[src/rtl/shift_sequencer.sv]
// Sequences the shifter through one operation: load operand, shift, write back.
// Moore decode from the state register; shift_n and err are registered.
module shift_sequencer (
    input  logic       clk,
    input  logic       reset,
    input  logic       start,
    input  logic [2:0] op,
    input  logic [4:0] shamt,
    output logic       busy,
    output logic [2:0] shift_func,
    output logic [4:0] shift_n,
    output logic       res_we,
    output logic       done,
    output logic       err
);

    typedef enum logic [1:0] {
        IDLE  = 2'd0,
        LOAD  = 2'd1,
        SHIFT = 2'd2,
        WRITE = 2'd3
    } state_t;

    localparam logic [2:0] FUNC_HOLD = 3'b000;
    localparam logic [2:0] FUNC_LOAD = 3'b001;

    state_t     state;
    state_t     state_nxt;
    logic [2:0] op_l;
    logic [4:0] shamt_l;
    logic       op_legal;
    logic       accept;
    logic       reject;

    // Legal shift functions are the contiguous codes sll..rol.
    assign op_legal = (op >= 3'b010) && (op <= 3'b110);
    assign accept   = (state == IDLE) && start && op_legal;
    assign reject   = (state == IDLE) && start && !op_legal;

    // shamt_l is itself a register, so it doubles as the registered shift_n.
    assign shift_n = shamt_l;

    always_ff @(posedge clk) begin
        if (reset) begin
            state   <= IDLE;
            op_l    <= 3'b000;
            shamt_l <= 5'd0;
            err     <= 1'b0;
        end else begin
            state <= state_nxt;
            err   <= reject;
            if (accept) begin
                op_l    <= op;
                shamt_l <= shamt;
            end
        end
    end

    always_comb begin
        state_nxt  = state;
        busy       = 1'b1;
        shift_func = FUNC_HOLD;
        res_we     = 1'b0;
        done       = 1'b0;
        unique case (state)
            IDLE: begin
                busy = 1'b0;
                if (accept) begin
                    state_nxt = LOAD;
                end
            end
            LOAD: begin
                shift_func = FUNC_LOAD;
                state_nxt  = (shamt_l != 5'd0) ? SHIFT : WRITE;
            end
            SHIFT: begin
                shift_func = op_l;
                state_nxt  = WRITE;
            end
            WRITE: begin
                res_we    = 1'b1;
                done      = 1'b1;
                state_nxt = IDLE;
            end
            default: begin
                state_nxt = IDLE;
            end
        endcase
    end

endmodule

[config.mk]
export PLATFORM = sky130hd
export DESIGN_NAME = shift_sequencer
export DESIGN_NICKNAME = d
export VERILOG_FILES = /design/src/rtl/shift_sequencer.sv
export SDC_FILE = /design/constraint.sdc
export NUM_CORES = 1
export LEC_CHECK = 0
export ABC_CLOCK_PERIOD_IN_PS = 1200
export BUFFER_PORTS_ARGS = -buffer_cell sky130_fd_sc_hd__buf_2
export CAP_MARGIN = 20
export CORE_MARGIN = 3
export CORE_UTILIZATION = 34
export CTS_CLUSTER_DIAMETER = 80
export DETAILED_ROUTE_END_ITERATION = 8
export GPL_TIMING_DRIVEN = 0
export PLACE_DENSITY = 0.57
export SYNTH_ARGS = -nofsm -noshare
export SYNTH_HDL_FRONTEND = slang
export SYNTH_SLANG_ARGS = --single-unit
[constraint.sdc]
create_clock -name clk -period 1.2 [get_ports clk]
set_input_delay 0.36 -clock clk [delete_from_list [all_inputs] [get_ports clk]]
set_output_delay 0.36 -clock clk [all_outputs]
set_load 0.01 [all_outputs]
==> reports/results.ini, run 1 <==
[synth]
netlist_instances=72
ys_seq_elements=11
synth_warnings=0
ys_seq_area_frac=0.349
syn-num-nets=88
ys_types=31
syn_area_um2=631
synth.avg_cell_area_um2=8.76

[layout]
nets=120
layout.cells.non_filler=127
final_common_cell=buf_2
final_cell_mix=buf_2, buf_6, dfxtp_1, nand3_2
num_antenna_cells=0
drive_gt1_frac=0.670
synthToLayoutAreaGrowth_pct=68.8

[placed_design]
place_ws_ns=-0.169
hpwl_um=1060
gp_congestion=0.710
dp.cells=117
io_buffers=21

[drt]
routedWlPerCell_um=13.5
drtAntennaViolNets=0
drtIter0Drc=4
vias=644
remaining_drc_errors=0
viasPerCell=5.07
dr.pass1.iters=2
wl_um=1710

[global_routing]
grt_max_degree=11
grt_pass1_vias=612
overflow=0
gr-usage-all-layers=0.148
grt_pass1_wl_um=2810
grt_antenna_before_repair=0

[critical_path]
cp_data_arrival_time_ns=1.23
crit_type=reg2out
endpoint_kind=output pin
critical_path_required_ns=0.84
path_max_fanout=4
startpoint_type=register

[sta]
max-slew-margin-rel=0.546
max_freq_ghz=0.631
fin_crit_ns=1.59
hold_viol_final=0
fin_skew_ns=0.00228
slew_viol_final=0
finalWorstSetupSlack_ns=-0.385
fin_crit_sh=1.32
tns_ns=-2.47
worst_pin_slew_ns=0.681
finalSetupViolCount=15
grt_setup_unrepaired=yes

[clock_network]
cts.sinks=11
cts_tree=yes
cts_hold_buf=0
clock_path_buffers=2
clk_latency_ns=0.27
clk_pin_slew_worst_paths_ns=0.08
cts-htree-levels=1
cts.root.buffer_cell=clkbuf_4
numCtsBuffers=3

[power_and_ir_drop]
power_leakage_nw=0.422
irDropWorstVdd_mv=0.943
power_w=0.00197
p_per_area_nw_per_um2=1850

[die]
start_util=0.387
die_h_um=49.1
coreArea_um2=1630
die_area_um2=2410
boundaryPins=23
core.rowCount=14
die_w_um=49.1

[run_status]
violations=negative setup slack
outcome=finished with violations

[flow_run]
cap_violations=0

[min_path]
hold_class=in2reg

## synth_stat cells
cell	count	area, um2
o211ai_1	2	15.0
o21ai_1	6	30.0
ha_1	5	62.6
nand2_1	2	7.51
inv_2	1	3.75
buf_4	1	7.51
buf_6	1	11.3
nor3_2	1	10.0
a21oi_1	8	40.0
nand3_2	1	10.0
o21bai_1	1	7.51
o2bb2ai_1	1	8.76
nor2_1	2	7.51
nand4b_1	1	8.76
dfxtp_1	11	220
nor4_1	1	6.26
a221oi_1	1	8.76
clkbuf_1	1	3.75
o211a_4	1	17.5
o211ai_2	1	12.5
nand2b_1	2	12.5
mux2i_1	1	10.0
a31oi_1	1	6.26
a21oi_2	1	8.76
nand3_1	7	35.0
and3_1	1	6.26
buf_2	1	5.00
nor2b_1	3	18.8
inv_1	3	11.3
nor3_1	1	5.00
and2_1	2	12.5
## flip-flops by register name, summed over array words and instances (netlist names)
name and count:
shift_n 5, op_l 3, state 2, err 1
## kinds of logic (layout without fill, tap and decap cells)
| family | Yosys count | in the layout | synth area share |
|---|---|---|---|
| simple gates | 24 | 24 | 0.222 |
| compound gates | 23 | 23 | 0.246 |
| flops | 11 | 11 | 0.349 |
| mux | 1 | 1 | 0.0159 |
| buf+inv | 8 | 39 | 0.0674 |
| fa+ha+maj | 5 | 5 | 0.0992 |
## metal layers
metal | global-route usage | wire (um) | vias to the layer above
li1 | - | - | 324
met1 | 0.188 | 808 | 302
met2 | 0.246 | 835 | 16
met3 | 0.0367 | 54 | 2
met4 | 0.0427 | 14 | 0
met5 | 0 | 0 | -
## through the flow
stage	instance area, um2	hold slack [ns]	utilization
final	1060	0.306	0.654
after global routing	1060	0.308	0.654
after CTS	972	0.326	0.597
after detailed placement	792	0.489	0.486
after global placement	792	0.480	0.486
after floorplan	657	0.463	-
## what timing repair did
item | CTS | global route
pin swaps | 10 | 8
buffers inserted | 5 | 1
endpoints found under the setup margin | 10 | 16
resized for setup | 22 | 19
## area by class of cell
| type | count | area [um2] |
|---|---|---|
| clock buffers | 3 | 22.5 |
| clock inverters | 1 | 5.00 |
| flip-flops and latches | 11 | 229 |
| plain buffers | 4 | 27.5 |
| repair buffers | 27 | 191 |
| multi-input cells | 53 | 537 |
| inverters | 4 | 22.5 |
| fillers | 137 | 564 |
| well taps | 24 | 30.0 |
## path summary, 6_finish.rpt
path,startpoint,to,slack (ns),cells after the start
min reg2reg,shift_n[0],shift_n[0],0.49,2
min,shamt[0],shift_n[0],0.31,3
max,state[0],shift_func[0],-0.39,5
max reg2reg,state[0],state[1],-0.15,6
## report_power, final
part	switching [W]	internal [W]
Sequential	0.0000911	0.000449
Combinational	0.000543	0.000617
Clock	0.000146	0.000124
Total	0.000780	0.00119
## critical path: stages (launching register included)
cell and delay (ns):
dfxtp_4 0.40, inv_6 0.05, ha_4 0.17, a21oi_4 0.16
nor2b_4 0.05, buf_6 0.11
Power figures use the tool's default switching activity.
==> run 2, diff against run 1 <==
==> config.mk (replaced) <==
export PLATFORM = sky130hd
export DESIGN_NAME = shift_sequencer
export DESIGN_NICKNAME = d
export VERILOG_FILES = /design/src/rtl/shift_sequencer.sv
export SDC_FILE = /design/constraint.sdc
export NUM_CORES = 1
export LEC_CHECK = 0
export ABC_CLOCK_PERIOD_IN_PS = 1600
export BUFFER_PORTS_ARGS = -buffer_cell sky130_fd_sc_hd__buf_2
export CAP_MARGIN = 20
export CELL_PAD_IN_SITES_DETAIL_PLACEMENT = 1
export CELL_PAD_IN_SITES_GLOBAL_PLACEMENT = 1
export CORE_MARGIN = 3
export CORE_UTILIZATION = 33
export CTS_CLUSTER_DIAMETER = 80
export DETAILED_ROUTE_END_ITERATION = 8
export GPL_TIMING_DRIVEN = 0
export PLACE_DENSITY = 0.7
export SYNTH_ARGS = -nofsm -noshare
export SYNTH_HDL_FRONTEND = slang
export SYNTH_SLANG_ARGS = --single-unit
==> constraint.sdc (replaced) <==
create_clock -name clk -period 1.6 [get_ports clk]
set_input_delay 0.48 -clock clk [delete_from_list [all_inputs] [get_ports clk]]
set_output_delay 0.48 -clock clk [all_outputs]
set_load 0.01 [all_outputs]
==> run 2 against run 1 <==
  * The flow still finishes with violations (negative setup slack)
  * Global-route usage increased by 0.71 points
  * Clock-buffer cell count unchanged
  * Sequential share of layout area increased by 5.0 points
  * Wire length decreased by 2.8%
  * Sequential cell count unchanged
  * Register-to-register slack improved by 0.40 ns
  * Largest cell class unchanged
  * Largest power group unchanged
==> reports/results.ini, run 2 (same netlist as run 1, synthesis figures left out) <==
[die]
coreArea_um2=1760
die_h_um=49.7
start_util=0.357
core.rowCount=15
boundaryPins=23
die_area_um2=2470
die_w_um=49.7

[clock_network]
numCtsBuffers=3
clk_pin_slew_worst_paths_ns=0.09
cts.sinks=11
cts_tree=yes
clk_latency_ns=0.28
cts.root.buffer_cell=clkbuf_4
cts-htree-levels=1
cts_hold_buf=0
clock_path_buffers=2

[layout]
fin_util=0.487
regArea_um2=228
largest_reg_flops=5
num_antenna_cells=0
drive_gt1_frac=0.436
layout.cells.non_filler=126
final_common_cell=buf_2
fill_cells=221
final_cell_mix=buf_2, dfxtp_1, a21oi_1, nand3_1, o21ai_1
multi_input_area_um2=383
final_area_um2=858
synthToLayoutAreaGrowth_pct=36.1
nets=118

[sta]
finalWorstSetupSlack_ns=-0.107
max-slew-margin-rel=0.680
whs_ns=0.441
slew_viol_final=0
fin_skew_ns=0.00621
max_freq_ghz=0.586
finalSetupViolCount=3
grt_setup_unrepaired=yes
hold_viol_final=0
fin_crit_ns=1.71
worst_pin_slew_ns=0.480
fin_crit_sh=1.07

[global_routing]
gr-usage-all-layers=0.156
grt_pass1_wl_um=2840
grt_pass1_vias=630
overflow=0
grt_max_degree=11
grt_antenna_before_repair=0

[drt]
highest-signal-layer=met4
drtIter0Drc=3
vias=630
wirelength_met1_um=786
remaining_drc_errors=0
viasPerCell=5.00
wl_um=1660
wl_met2_um=758
drtAntennaViolNets=0
wl_met3_um=97
routedWlPerCell_um=13.2
dr.pass1.iters=4

[critical_path]
cp_data_arrival_time_ns=1.23
startpoint_type=register
worst-r2r-cell-count=6
critical_path_required_ns=1.12
path_max_fanout=5
crit_type=reg2out
endpoint_kind=output pin

[flow_run]
cap_violations=0

[power_and_ir_drop]
power_leakage_nw=0.381
irDropWorstVdd_mv=0.699
p_per_area_nw_per_um2=1420

[min_path]
min_path_cells=3
hold_class=in2reg

[placed_design]
post_dp_cell_area_um2=767
dp.cells=118
io_buffers=21
gp_congestion=0.736
hpwl_um=1220

[run_status]
violations=negative setup slack
outcome=finished with violations

-- run 2: cell types whose count changed in the layout (fill, tap and decap cells not counted), moves of 5 or more --
cell     previous run  this run
a21oi_1             1         8
a21oi_2             6         1
buf_2              16        21
buf_6               8         2
nand3_1             1         7
nand3_2             7         1
-- run 2: metal layers --
layer,vias up,global-route usage
li1,318,-
met1,292,0.188
met2,18,0.233
met3,2,0.0634
met4,0,0.0829
met5,-,0
-- run 2: area by class of cell --
cell class,count,area share
flip-flops and latches,11,0.265
multi-input cells,53,0.446
well taps,25,0.0364
plain buffers,4,0.0321
repair buffers,25,0.165
clock inverters,1,0.00583
clock buffers,3,0.0262
inverters,4,0.0233
-- run 2: stage by stage --
step | setup TNS, ns | setup slack (ns) | total power, W
floorplan | 0 | 0.187 | 0.000699
global placement | 0 | 0.0586 | 0.000838
detailed placement | 0 | 0.0205 | 0.000844
CTS | -0.247 | -0.119 | 0.00117
global route | -0.449 | -0.174 | 0.00133
finish | -0.209 | -0.107 | 0.00122
-- run 2: final timing paths --
| check | slack [ns] | start | to |
|---|---|---|---|
| max reg2reg | 0.25 | state[1] | state[1] |
| min reg2reg | 0.50 | op_l[0] | op_l[0] |
| max | -0.11 | state[1] | shift_func[0] |
| min | 0.44 | shamt[3] | shift_n[3] |
-- run 2: worst max-delay path, stage by stage, from the launching register on --
cell     delay (ns)
dfxtp_4        0.39
inv_4          0.05
ha_1           0.19
a21oi_1        0.13
nor2b_1        0.06
buf_2          0.13
-- run 2: report_power, final --
group | total [W] | internal, W | switching [W]
logic | 0.000622 | 0.000322 | 0.000300
registers | 0.000389 | 0.000336 | 0.0000527
clock network | 0.000208 | 0.0000928 | 0.000115
-- run 2: timing repair --
item / in CTS / in global routing
pin swaps: 2 / 0
setup endpoints to repair: 5 / 5
resized for setup: 10 / 1
buffers inserted: 2 / 2
